--- config.mk ---
export PLATFORM = sky130hd
export DESIGN_NAME = rns_modadd_seq
export DESIGN_NICKNAME = d
export VERILOG_FILES = /design/src/rtl/rns_modadd_seq.sv
export SDC_FILE = /design/constraint.sdc
export NUM_CORES = 1
export LEC_CHECK = 0
export ABC_AREA = 0
export CORE_MARGIN = 8
export CORE_UTILIZATION = 55
export CTS_BUF_LIST = sky130_fd_sc_hd__clkbuf_8
export CTS_CLUSTER_SIZE = 25
export DETAILED_ROUTE_END_ITERATION = 10
export PLACE_DENSITY = 0.88
export SYNTH_ARGS = -nofsm -noshare
export SYNTH_HDL_FRONTEND = slang
export SYNTH_SLANG_ARGS = --single-unit
--- constraint.sdc ---
create_clock -name clk_i -period 6.2 [get_ports clk_i]
set_input_delay 1.55 -clock clk_i [delete_from_list [all_inputs] [get_ports clk_i]]
set_output_delay 1.55 -clock clk_i [all_outputs]
set_load 0.01 [all_outputs]
--- src/rtl/rns_modadd_seq.sv ---
// Nibble-serial modular adder: (a + b) mod m on W = 4*NIB-bit residues.
// One 4-bit CLA slice is time-shared across an add pass and a trial-subtract pass.

module rns_modadd_cla4 (
  input  logic       cin_i,
  input  logic [3:0] a_i,
  input  logic [3:0] b_i,
  output logic [3:0] s_o,
  output logic       cout_o
);
  logic [3:0] g, p;
  logic [4:0] c;

  assign g = a_i & b_i;
  assign p = a_i ^ b_i;
  assign c[0] = cin_i;
  assign c[1] = g[0] | (p[0] & c[0]);
  assign c[2] = g[1] | (p[1] & g[0]) | (p[1] & p[0] & c[0]);
  assign c[3] = g[2] | (p[2] & g[1]) | (p[2] & p[1] & g[0]) | (p[2] & p[1] & p[0] & c[0]);
  assign c[4] = g[3] | (p[3] & g[2]) | (p[3] & p[2] & g[1]) | (p[3] & p[2] & p[1] & g[0])
              | (p[3] & p[2] & p[1] & p[0] & c[0]);
  assign s_o    = p ^ c[3:0];
  assign cout_o = c[4];
endmodule

module rns_modadd_seq #(
  parameter int NIB = 4
) (
  input  logic             clk_i,
  input  logic             rst_i,
  input  logic             start_i,
  input  logic [4*NIB-1:0] a_i,
  input  logic [4*NIB-1:0] b_i,
  input  logic [4*NIB-1:0] m_i,
  output logic             busy_o,
  output logic             done_o,
  output logic [4*NIB-1:0] result_o
);
  localparam int W  = 4 * NIB;
  localparam int KW = (NIB > 1) ? $clog2(NIB) : 1;
  localparam logic [KW-1:0] K_LAST = KW'(NIB - 1);

  typedef enum logic [1:0] {IDLE, ADD, SUB, FIN} state_t;

  state_t        state_q, state_d;
  logic [KW-1:0] k_q, k_d;
  logic          carry_q, carry_d;
  logic          c1_q, c1_d, c2_q, c2_d;
  logic [W-1:0]  a_q, a_d, b_q, b_d, m_q, m_d;
  logic [W-1:0]  sum_q, sum_d, diff_q, diff_d, res_q, res_d;
  logic          busy_q, busy_d, done_q, done_d;

  logic [3:0] sl_a, sl_b, sl_s;
  logic       sl_co;
  logic       last;

  // SUB adds ~m with carry-in 1, i.e. subtracts m two's-complement style.
  assign sl_a = (state_q == SUB) ? sum_q[k_q*4 +: 4] : a_q[k_q*4 +: 4];
  assign sl_b = (state_q == SUB) ? ~m_q[k_q*4 +: 4] : b_q[k_q*4 +: 4];
  assign last = (k_q == K_LAST);

  rns_modadd_cla4 u_cla (
    .cin_i (carry_q),
    .a_i   (sl_a),
    .b_i   (sl_b),
    .s_o   (sl_s),
    .cout_o(sl_co)
  );

  always_comb begin
    state_d = state_q;
    k_d     = k_q;
    carry_d = carry_q;
    c1_d    = c1_q;
    c2_d    = c2_q;
    a_d     = a_q;
    b_d     = b_q;
    m_d     = m_q;
    sum_d   = sum_q;
    diff_d  = diff_q;
    res_d   = res_q;
    busy_d  = busy_q;
    done_d  = 1'b0;
    case (state_q)
      IDLE, FIN: begin
        busy_d  = 1'b0;
        state_d = IDLE;
        if (start_i) begin
          a_d     = a_i;
          b_d     = b_i;
          m_d     = m_i;
          k_d     = '0;
          carry_d = 1'b0;
          busy_d  = 1'b1;
          state_d = ADD;
        end
      end
      ADD: begin
        sum_d[k_q*4 +: 4] = sl_s;
        carry_d = sl_co;
        k_d     = k_q + 1'b1;
        if (last) begin
          c1_d    = sl_co;
          k_d     = '0;
          carry_d = 1'b1;
          state_d = SUB;
        end
      end
      SUB: begin
        diff_d[k_q*4 +: 4] = sl_s;
        carry_d = sl_co;
        k_d     = k_q + 1'b1;
        if (last) begin
          // Either a carry out of the add or no borrow on subtract means S >= m.
          c2_d    = sl_co;
          k_d     = '0;
          res_d   = (c1_q | sl_co) ? diff_d : sum_q;
          done_d  = 1'b1;
          busy_d  = 1'b0;
          state_d = FIN;
        end
      end
      default: state_d = IDLE;
    endcase
  end

  always_ff @(posedge clk_i) begin
    if (rst_i) begin
      state_q <= IDLE;
      k_q     <= '0;
      carry_q <= 1'b0;
      c1_q    <= 1'b0;
      c2_q    <= 1'b0;
      a_q     <= '0;
      b_q     <= '0;
      m_q     <= '0;
      sum_q   <= '0;
      diff_q  <= '0;
      res_q   <= '0;
      busy_q  <= 1'b0;
      done_q  <= 1'b0;
    end else begin
      state_q <= state_d;
      k_q     <= k_d;
      carry_q <= carry_d;
      c1_q    <= c1_d;
      c2_q    <= c2_d;
      a_q     <= a_d;
      b_q     <= b_d;
      m_q     <= m_d;
      sum_q   <= sum_d;
      diff_q  <= diff_d;
      res_q   <= res_d;
      busy_q  <= busy_d;
      done_q  <= done_d;
    end
  end

  assign busy_o   = busy_q;
  assign done_o   = done_q;
  assign result_o = res_q;
endmodule

==> results.md <==
* Max Fclk at 0.274 GHz
* Yosys cell types at 50
* Synth cell count leaders: 147 x nand2_1, 104 x dfxtp_1, 82 x a21oi_1, 31 x nor2_1, 27 x clkbuf_1
* GRT Total Usage at 0.221
* Core Rows at 34
* Final setup violation count at 0
* First-pass GRT wire length at 21400 um
* Total die area at 12200 um^2
* Post-DP HPWL at 9090 um
* Clock Path Buffers at 2
* WL per Instance at 17.3 um
* Maximum vdd drop at 0.000200 V
* # DRC at 0
* WL met3 at 1370 um
* Worst hold start: result_o[6]
* Final Skew at 13.7 ps
* Hold_buf cts at 0
* Crit-path max FO at 19
* Critical path data arrival time at 3890 ps
* Period Utilization, post-route at 0.588
* Antenna violations before repair at 0
* DRT Wirelength at 12900 um
* Cell total after placement at 731
* EDFF count, synth at 0
* Final setup margin at 2560 ps
* Area grow syn2layout at 17.6%
* Die height at 110 um
* RSZ-0062 raised after global routing: no
* YS warnings at 0
* Status: finished clean
* Wl on met1 at 5080 um
* Post-DRT Antenna Nets at 0
* Leading area contributor after synthesis: dfxtp_1
* Post-place setup slack at 2590 ps
* Count leader, synth: nand2_1
* Port-buffer cells at 68
* CTS Buf Count at 9
* Finished Layout Cells at 747
* Initial core utilization at 0.565
* Final Slew Violations at 0
* Die width at 110 um
* Synthesized flop and latch total at 104
* Global route total overflow at 0
* Worst-margin pin slew at 948 ps
* Design area at 5760 um^2
* Post-synth ARST share at 0
* Power density cells at 368 nW/um^2
* Clock Sinks at 104
* Critical Path RT at 6450 ps
* Fin util at 0.664
* Worst hold path type: register to register
* Layout fillers at 720
* Core ar. at 8680 um^2
* Reported leakage power at 2.08 nW
* Final net count at 699
* Layout cells sized above 1 at 0.0782
* TNS Setup at 0 ps
* Placed Area at 5570 um^2
* Highest Signal Layer: met4
* H-tree lvl count at 3
* GP Congestion at 0.921
* Relative slew slack at 0.368
* Syn avg cell area at 8.30 um^2
* Post-CTS Resized at 0
* Largest net degree at the start of global routing at 98
* Type of origin of the critical path: register
* WL met2 at 6080 um
* Post-Syn Area at 4900 um^2
* Area of the multi-input gates at 2580 um^2
* Setup repair bufs after CTS at 0
* Max-Cap Viols at 0
* Final Hold Viols at 0
* Vias in the first global route at 4577
* Mapped Cells at 590
* RR Startpoint: k_q[0]
* Top cells by area, synth: dfxtp_1 42%, nand2_1 11%, a21oi_1 8.4%
* Vias at 4552
* Crit path from: k_q[0]
* Yosys top cell area share at 0.425
* 1st-iter DRT viols at 406
* Drt pass-1 iters at 5
* Critical path type: register to register
* FF/Latch Area at 2080 um^2
* Antenna Cells at 0
* Worst-Skew Late Latency at 380 ps
* Via density at 6.09
* Main synth FF type: dfxtp_1
* CTS Root Buffer Type: clkbuf_8
* CP endpoint kind: register
* Register area share after synthesis at 0.425
* Synthesized Nets at 655
* Worst-path clk slew at 100 ps
* Final min period at 3640 ps
* I/O pin count at 69
* TritonCTS clock tree: yes
## metal layers
layer | vias up | global-route usage
met3 | 37 | 0.0634
met1 | 2119 | 0.262
li1 | 2155 | -
met2 | 241 | 0.361
met4 | 0 | 0.102
met5 | - | 0
## metrics by stage
step / total power, W / hold WS (ps)
floorplan: 0.00150 / 433
global placement: 0.00167 / 439
detailed placement: 0.00170 / 443
CTS: 0.00210 / 457
global route: 0.00224 / 468
finish: 0.00212 / 455
## worst max-delay path: stages, from the launching register on
cell,delay [ps]
dfxtp_1,710
buf_4,390
mux4_2,540
nand2_1,70
and2_1,180
inv_1,70
ha_1,310
a41o_1,250
a211oi_2,360
o22ai_1,150
a222oi_1,360
nor3_1,110
## cells by family (layout without fill, tap and decap cells)
kind of cell               after synthesis  count (layout)  share of synthesized area
AOI/OAI and AO/OA                      150             150                      0.185
xor gates and xnor gates                 3               3                    0.00843
adders and majority gates               14              14                     0.0373
buffers and inverters                   57             106                     0.0493
DFF                                    104             104                      0.425
muxes                                   16              16                     0.0735
and+or+nand+nor                        246             246                      0.221
## registers in the layout (all words and copies together), names as in the netlist, 2 cells and up
name and cells:
b_q 16, m_q 16, sum_q 16, k_q 2, result_o 16, diff_q 16
state_q 2, a_q 16
## final cells by class
class,count,area share
clock buffer,9,0.0215
inverter,16,0.0104
tap,108,0.0235
multi-input combinational,429,0.447
timing repair buffer,74,0.125
sequential,104,0.361
clock inverter,7,0.0111
## path summary, 6_finish.rpt
check	to	slack, ps	cells after the start
hold reg to reg	result_o[6]	450	2
hold / removal	result_o[6]	450	2
setup / recovery	result_o[15]	2560	11
setup reg to reg	result_o[15]	2560	11
## report_power, final
| part | switching, W | internal (W) | total, W | leakage (nW) |
|---|---|---|---|---|
| registers | 0.0000632 | 0.000748 | 0.000812 | 0.846 |
| clock network | 0.000248 | 0.000154 | 0.000402 | 0.0899 |
| logic | 0.000587 | 0.000318 | 0.000906 | 1.15 |
| total | 0.000898 | 0.00122 | 0.00212 | 2.08 |
## cell usage in the layout (no fill, tap or decap), types with 6 or more instances in the layout
| cell type | instances |
|---|---|
| a211oi_1 | 8 |
| a21oi_1 | 82 |
| buf_4 | 6 |
| clkbuf_8 | 9 |
| clkdlybuf4s50_1 | 67 |
| dfxtp_1 | 104 |
| ha_1 | 13 |
| inv_1 | 14 |
| mux4_2 | 16 |
| nand2_1 | 147 |
| nand3_1 | 17 |
| nand3b_1 | 13 |
| nand4_1 | 8 |
| nor2_1 | 31 |
| nor3_1 | 17 |
| o2111ai_1 | 6 |
| o21ai_0 | 18 |
| o21ai_1 | 7 |
No activity file was read; power rests on OpenSTA's default activity.
